$ cat src/rtl/alu_pkg.sv
// Shared constants and types for the ALU fixed/floating conversion path.
// Q1.30 sign-magnitude fixed point, FP16 field widths, converter states.
package alu_pkg;
   localparam int FP16_EXP_W   = 5;
   localparam int FP16_MANT_W  = 10;
   localparam int FP16_BIAS    = 15;
   localparam int FIX_W        = 32;
   localparam int FIX_FRAC     = 30;
   localparam int FIX_SUBN_LSB = 6;
   localparam int FIX_MAX_EXP  = 15;
   localparam int CNT_W        = 4;

   localparam logic [FIX_W-2:0] FIX_SAT_MAG = 31'h7FFFFFFF;

   typedef enum logic [1:0] {
      IDLE  = 2'd0,
      SHIFT = 2'd1,
      DONE  = 2'd2
   } state_t;
endpackage

$ cat src/rtl/fp16_classify.sv
// Combinational FP16 classifier: special-value flags and the left-shift
// count that brings a finite mantissa to its Q1.30 position.
module fp16_classify
   import alu_pkg::*;
(
   input  logic [15:0]      float_in,
   output logic             is_nan,
   output logic             is_inf,
   output logic             is_ovf,
   output logic             is_sub,
   output logic [CNT_W-1:0] shift_cnt
);
   logic [FP16_EXP_W-1:0]  e;
   logic [FP16_MANT_W-1:0] m;

   assign e = float_in[14:10];
   assign m = float_in[9:0];

   assign is_nan = (&e) & (|m);
   assign is_inf = (&e) & ~(|m);
   // Finite exponents above the bias give |value| >= 2.0, beyond Q1.30
   assign is_ovf = ~(&e) & (e > 5'(FIX_MAX_EXP));
   assign is_sub = (e == '0);

   // For 1..15 the top exponent bit is clear, so e-1 fits in four bits
   assign shift_cnt = (is_sub || e[4]) ? '0 : (e[3:0] - 4'd1);
endmodule

$ cat src/rtl/float2fix.sv
// FP16 to Q1.30 sign-magnitude converter with an iterative left shifter
// and valid/ready handshakes on both sides.
module float2fix
   import alu_pkg::*;
#(
   parameter int SHIFT_STEP = 1
)(
   input  logic        clk,
   input  logic        rst,
   input  logic        in_valid,
   output logic        in_ready,
   input  logic [15:0] float_in,
   output logic        out_valid,
   input  logic        out_ready,
   output logic [31:0] fixed_out,
   output logic        ovf,
   output logic        nan
);
   localparam logic [CNT_W-1:0] STEP = CNT_W'(SHIFT_STEP);

   state_t              state_reg, state_next;
   logic [FIX_W-2:0]    work_reg, work_next;
   logic [CNT_W-1:0]    cnt_reg, cnt_next;
   logic                sign_reg, sign_next;
   logic [FIX_W-1:0]    fixed_reg, fixed_next;
   logic                ovf_reg, ovf_next;
   logic                nan_reg, nan_next;
   logic [CNT_W-1:0]    step_amt;

   logic                is_nan, is_inf, is_ovf, is_sub;
   logic [CNT_W-1:0]    shift_cnt;

   fp16_classify u_classify (
      .float_in  (float_in),
      .is_nan    (is_nan),
      .is_inf    (is_inf),
      .is_ovf    (is_ovf),
      .is_sub    (is_sub),
      .shift_cnt (shift_cnt)
   );

   assign step_amt  = (cnt_reg < STEP) ? cnt_reg : STEP;
   assign in_ready  = (state_reg == IDLE);
   assign out_valid = (state_reg == DONE);
   assign fixed_out = fixed_reg;
   assign ovf       = ovf_reg;
   assign nan       = nan_reg;

   always_comb begin
      state_next = state_reg;
      work_next  = work_reg;
      cnt_next   = cnt_reg;
      sign_next  = sign_reg;
      fixed_next = fixed_reg;
      ovf_next   = ovf_reg;
      nan_next   = nan_reg;
      case (state_reg)
         IDLE: begin
            if (in_valid) begin
               sign_next = float_in[15];
               if (is_nan) begin
                  fixed_next = '0;
                  nan_next   = 1'b1;
                  ovf_next   = 1'b0;
                  state_next = DONE;
               end else if (is_inf || is_ovf) begin
                  fixed_next = {float_in[15], FIX_SAT_MAG};
                  ovf_next   = 1'b1;
                  nan_next   = 1'b0;
                  state_next = DONE;
               end else begin
                  // Subnormal LSB (2^-24) sits at bit 6; normals add the hidden one at bit 16
                  work_next  = is_sub ? {15'b0, float_in[9:0], 6'b0}
                                      : {14'b0, 1'b1, float_in[9:0], 6'b0};
                  cnt_next   = shift_cnt;
                  state_next = SHIFT;
               end
            end
         end
         SHIFT: begin
            if (cnt_reg != '0) begin
               work_next = work_reg << step_amt;
               cnt_next  = cnt_reg - step_amt;
            end else begin
               fixed_next = {sign_reg & (|work_reg), work_reg};
               ovf_next   = 1'b0;
               nan_next   = 1'b0;
               state_next = DONE;
            end
         end
         DONE: begin
            if (out_ready) state_next = IDLE;
         end
         default: state_next = IDLE;
      endcase
   end

   always_ff @(posedge clk) begin
      if (rst) begin
         state_reg <= IDLE;
         work_reg  <= '0;
         cnt_reg   <= '0;
         sign_reg  <= 1'b0;
         fixed_reg <= '0;
         ovf_reg   <= 1'b0;
         nan_reg   <= 1'b0;
      end else begin
         state_reg <= state_next;
         work_reg  <= work_next;
         cnt_reg   <= cnt_next;
         sign_reg  <= sign_next;
         fixed_reg <= fixed_next;
         ovf_reg   <= ovf_next;
         nan_reg   <= nan_next;
      end
   end
endmodule

$ cat config.mk
export PLATFORM = sky130hd
export DESIGN_NAME = float2fix
export DESIGN_NICKNAME = d
export VERILOG_FILES = /design/src/rtl/alu_pkg.sv /design/src/rtl/fp16_classify.sv /design/src/rtl/float2fix.sv
export SDC_FILE = /design/constraint.sdc
export NUM_CORES = 1
export LEC_CHECK = 0
export CAP_MARGIN = 5
export CORE_UTILIZATION = 40
export DETAILED_ROUTE_END_ITERATION = 7
export SLEW_MARGIN = 20
export SYNTH_ARGS = -nofsm -noshare
export SYNTH_HDL_FRONTEND = slang
export SYNTH_HIERARCHICAL = 1
export SYNTH_SLANG_ARGS = --single-unit
$ cat constraint.sdc
create_clock -name clk -period 2.7 [get_ports clk]
set_input_delay 0.54 -clock clk [delete_from_list [all_inputs] [get_ports clk]]
set_output_delay 0.54 -clock clk [all_outputs]
set_load 0.05 [all_outputs]
; Yosys cells after proc, flatten, opt, wreduce, memory -nomap -nowiden
; Index checks and enable logic that the tools add are counted.
[word_totals]
regBits = 72
input_bits = 20
output_inout_bits = 36
elab_cells = 73
[op_classes]
n_addsub = 2
order_cmp = 2
n_eq_ne = 9
n_shift = 1
n_mux = 33
bitwise_logic = 6
reduce_logical = 13
[ops]
columns = cell, count
row1 = 32-bit two-way mux, 4
row2 = 31-bit two-way mux, 4
row3 = 32-bit one-hot mux with 2 select lines, 1
row4 = 31-bit one-hot mux with 2 select lines, 1
row5 = 31-bit OR reduction, 1
row6 = 31-bit by 4-bit << shifter with 31-bit output, 1
row7 = 4-bit two-way mux, 6
row8 = 17-bit two-way mux, 1
row9 = 2-bit two-way mux, 5
row10 = "2-bit != test, second input constant", 5
row11 = 5-bit AND reduction, 2
row12 = 10-bit OR reduction, 1
row13 = 4-bit one-hot mux with 2 select lines, 1
row14 = 1-bit two-way mux, 7
row15 = 2-bit one-hot mux with 3 select lines, 1
row16 = "5-bit by 4-bit greater-than comparator with 1-bit output, second input constant", 1
row17 = 5-bit logical NOT, 1
row18 = 1-bit AND, 4
row19 = "4-bit by 1-bit less-than comparator with 1-bit output, second input constant", 1
row20 = 1-bit one-hot mux with 2 select lines, 2
row21 = 4-bit AND reduction, 1
row22 = 4-bit nonzero test, 1
row23 = "4-bit by 1-bit subtractor with 4-bit output, second input constant", 1
row24 = 4-bit subtractor, 1
row25 = other kinds (10), 12

; Longest topological paths before layout
[logic_depth]
ltp_word = 8
ltp_mapped = 9
ltp_nobuf = 7

; Hierarchy
; The synthesis kept the hierarchy.
[modules_own_cells]
columns = module, n_inst, cells_each, area_each_um2, seq_area_each_um2
row1 = float2fix, 1, 334, 2975.4, 1441.4
row2 = fp16_classify, 1, 24, 172.7, 0.0

; Worst setup path before layout
; Ideal clock, no wire load.
[synth_timing]
kind = input port to flip-flop
startpoint = input port float_in[5]
endpoint = register work_reg[15]
setup_time_ps = 131
arrival_ps = 2308
t_required_ps = 2569
slack_ps = 260
stages = 8
n_path_buf = 2
path_cell_list = nor4_2 a31oi_1 or4b_4 o32a_1 buf_6 buf_6 a221oi_2 nor3_2
[synth_between]
elab_cells_between_ends = 8
classes_between = 2 x eq/ne / 3 x bitwise / 3 x reduce/logical
[synth_rtl]
columns = element, line
row1 = "start, declared", float2fix.sv:12  ; input logic [15:0] float_in,
row2 = 10-bit OR reduction, fp16_classify.sv:19  ; assign is_nan = (&e) & (|m);
row3 = 1-bit AND, fp16_classify.sv:19
row4 = via is_nan, float2fix.sv:30  ; logic is_nan, is_inf, is_ovf, is_sub;
row5 = 2-bit != test (no line), n/a
row6 = 5-bit AND reduction (no line), n/a
row7 = "end signal, assigned", float2fix.sv:109  ; work_reg <= work_next;
row8 = "end, declared", float2fix.sv:22  ; logic [FIX_W-2:0] work_reg, work_next;
; The timed path passes the listed nets, and every way through them passes these cells.
; A chain may end at the register's enable or synchronous reset.

==> impl_metrics.py <==
metrics = {
    "clock_network": {
        "clock_latency_ns": 0.34,
        "clkSlewWorstSetupHoldPaths_ns": 0.07,
        "cts_sinks": 72,
        "numCtsBuffers": 9,
        "cts_root_buffer": "clkbuf_8",
        "htree_levels": 3,
        "cts_tree": "built",
        "clockBufferDepth": 2,
        "cts_hold_buf": 0,
    },
    "yosys": {
        "synthFlopType": "dfxtp_1",
        "synth_xor_area_share_pct": 0,
        "ys_types": 41,
        "syn_area_per_cell_um2": 8.79,
        "synth_top_area_cell": "dfxtp_1",
        "synthMuxAreaShare_pct": 0.318,
        "yosys-top-cells-area": "dfxtp_1 46%, o211ai_1 7.2%, a21oi_1 5.9%",
        "synth-async-reset-ratio_pct": 0,
        "synth_most_common_cell": "dfxtp_1",
        "synthTopCellsByCount": "72 x dfxtp_1, 49 x nor2_1, 37 x a21oi_1, 35 x nand2_1, 30 x o211ai_1",
        "synth_edf_count": 0,
        "yosysWarnings": 6,
        "synth_top_family_by_area": "compound AO/OA/AOI/OAI gates",
        "synth_seq_cells": 72,
        "syn_inst": 358,
        "synth-compound-area-share_pct": 27.0,
        "yosys.area_share.simple_pct": 19.8,
        "ys_seq_area_share_pct": 45.8,
        "yosysTopAreaCellShare_pct": 45.8,
        "syn_area_um2": 3150,
        "syn_nets": 381,
        "yosys.area_share.adder_pct": 1.19,
    },
    "layout": {
        "synthToLayoutAreaGrowth_pct": 39.3,
        "stdcell_area_um2": 4380,
        "final_layout_size_suffix_gt1_share_pct": 19.5,
        "largest_reg_flops": 32,
        "fillers": 681,
        "diodes": 0,
        "final_net_count": 459,
    },
    "worst_setup_path": {
        "endpoint_kind": "register",
        "crit_buf_inv": 2,
        "crit_family": "simple AND/OR/NAND/NOR gates",
        "worstSetupStartpoint": "float_in[7]",
        "worst_ep_arrival_time_ns": 2.83,
        "startpoint_type": "primary input",
        "crit_slowest_cell": "or4b_4",
        "crit_chain": "clkdlybuf4s50_1 -> nor4_4 -> a31oi_2 -> or4b_4 -> o32a_4 -> buf_12 -> a211oi_1 -> nor3_1",
        "r2r_start": "cnt_reg[1]",
        "crit_required_ns": 2.89,
        "cp_max_fo": 11,
        "path_class": "in2reg",
        "max_stage_delay_ns": 0.51,
    },
    "detailed_routing": {
        "vias": 2924,
        "wl_um": 8130,
        "wire_per_inst_um": 15.1,
        "drtAntennaViolNets": 0,
        "vias_per_cell": 5.42,
        "firstDrtPassIters": 4,
        "drc": 0,
        "drtIter0Drc": 148,
    },
    "global_routing": {
        "gr-usage-met3_pct": 4.46,
        "antenna_found_initial": 0,
        "grt_busiest_layer": "met2",
        "global_route.usage.met1_pct": 27.0,
        "grt_overflow_total": 0,
        "grt_use_met2_pct": 31.4,
        "gr-usage-all-layers_pct": 20.1,
        "grt_pass1_wl_um": 13300,
        "grt_pass1_vias": 2713,
        "grt_max_degree": 73,
    },
    "placed_design": {
        "dp_hpwl_um": 5290,
        "io_buffers": 55,
        "gp_congestion": 0.811,
        "dp_slack_ns": -0.323,
        "place_area_um2": 3990,
    },
    "floorplan": {
        "ios": 56,
        "start_util_pct": 42.3,
        "die_h_um": 90.7,
        "num_rows": 31,
        "core_area_um2": 7450,
        "fp.dieW_um": 90.7,
        "fp.dieArea_um2": 8230,
    },
    "pwr": {
        "power_w": 0.00297,
        "leakagePower_nw": 1.62,
        "cellPowerDensity_nw_per_um2": 678,
        "ir_drop_mv": 0.388,
    },
    "sta": {
        "drv_slew": 0,
        "fin_worst_skew_ns": 0.00846,
        "max_freq_ghz": 0.379,
        "hold_viol_final": 0,
        "finalSetupViolCount": 0,
        "min_period_over_period_pct": 97.7,
        "worst_pin_slew_ns": 0.941,
        "layout_min_cycle_time_ns": 2.64,
        "slew_headroom_pct": 36.7,
        "whs_ns": 0.450,
        "worst_slack_ns": 0.0624,
    },
    "min_path": {
        "hp-class": "reg2reg",
        "hp-start": "fixed_out[6]",
    },
    "outcome": {
        "status": "finished, final reports clean",
    },
    "run": {
        "max-cap-violations": 0,
    },
}
-- placed cells by master, fill, tap and decap left out, drive strengths merged, types with 2 or more instances in the layout --
| cell | instances |
|---|---|
| nor2b | 2 |
| nor3 | 17 |
| clkdlybuf4s50 | 50 |
| inv | 6 |
| nand2 | 35 |
| nand2b | 2 |
| nor2 | 49 |
| ha | 3 |
| nor3b | 2 |
| nand3 | 3 |
| o21ai | 3 |
| a221oi | 14 |
| buf | 43 |
| a31oi | 2 |
| a21oi | 37 |
| nand4 | 3 |
| o211ai | 30 |
| nor4 | 11 |
| bufinv | 2 |
| a211oi | 2 |
| dfxtp | 72 |
| a22oi | 20 |
| clkinv | 2 |
| dlymetal6s2s | 4 |
| clkbuf | 12 |
-- worst paths after layout --
check	to	slack, ns	depth (start not counted)
worst max-delay path	register	0.06	8
worst min-delay path	fixed_out[6]	0.45	2
worst max register to register	cnt_reg[0]	0.58	5
worst min register to register	fixed_out[6]	0.45	2
-- timing repair --
| action | CTS | global route |
|---|---|---|
| endpoints found under the hold margin | 0 | 0 |
| setup endpoints to repair | 0 | 63 |
| setup buffers | 0 | 4 |
| resized for setup | 0 | 20 |
-- through the flow --
step	cells	TNS, ns	utilization, %
after floorplan	358	0	-
after global placement	517	-12.68	53.5
after detailed placement	517	-13.94	53.5
after CTS	532	0	56.5
after global routing	539	-0.165	58.9
final	539	0	58.9
-- report_power, final --
group	switching [W]	leakage, nW	internal (W)
Sequential	0.0000623	0.589	0.00115
Combinational	0.000497	0.921	0.000336
Clock	0.000388	0.108	0.000540
-- worst reg2reg max path, cell delays in order (launching register included) --
cell	delay [ns]
dfxtp_1	0.37
nor4_1	0.79
nor2_2	0.12
buf_4	0.29
a221oi_1	0.33
a211oi_2	0.08
-- cells by family after synthesis --
| family | after synthesis |
|---|---|
| DFF | 72 |
| adders and majority gates | 3 |
| buffers and inverters | 38 |
| AOI/OAI and AO/OA | 115 |
| and+or+nand+nor | 129 |
| muxes | 1 |
-- metal layers --
layer / part of all wire [%] / vias up
met5: 0 / -
met4: 0.86 / 0
met3: 3.4 / 6
met2: 47 / 56
met1: 49 / 1380
li1: - / 1482
-- final cells by class --
type / count / area, µm² / share of cell area (%)
Inverter: 6 / 22.5 / 0.514
Sequential cell: 72 / 1440 / 32.9
Tap cell: 99 / 124 / 2.83
Timing Repair Buffer: 99 / 977 / 22.3
Multi-Input combinational cell: 248 / 1600 / 36.5
Clock inverter: 5 / 81.3 / 1.86
Clock buffer: 10 / 138 / 3.14
(Power assumes the default switching activity.)
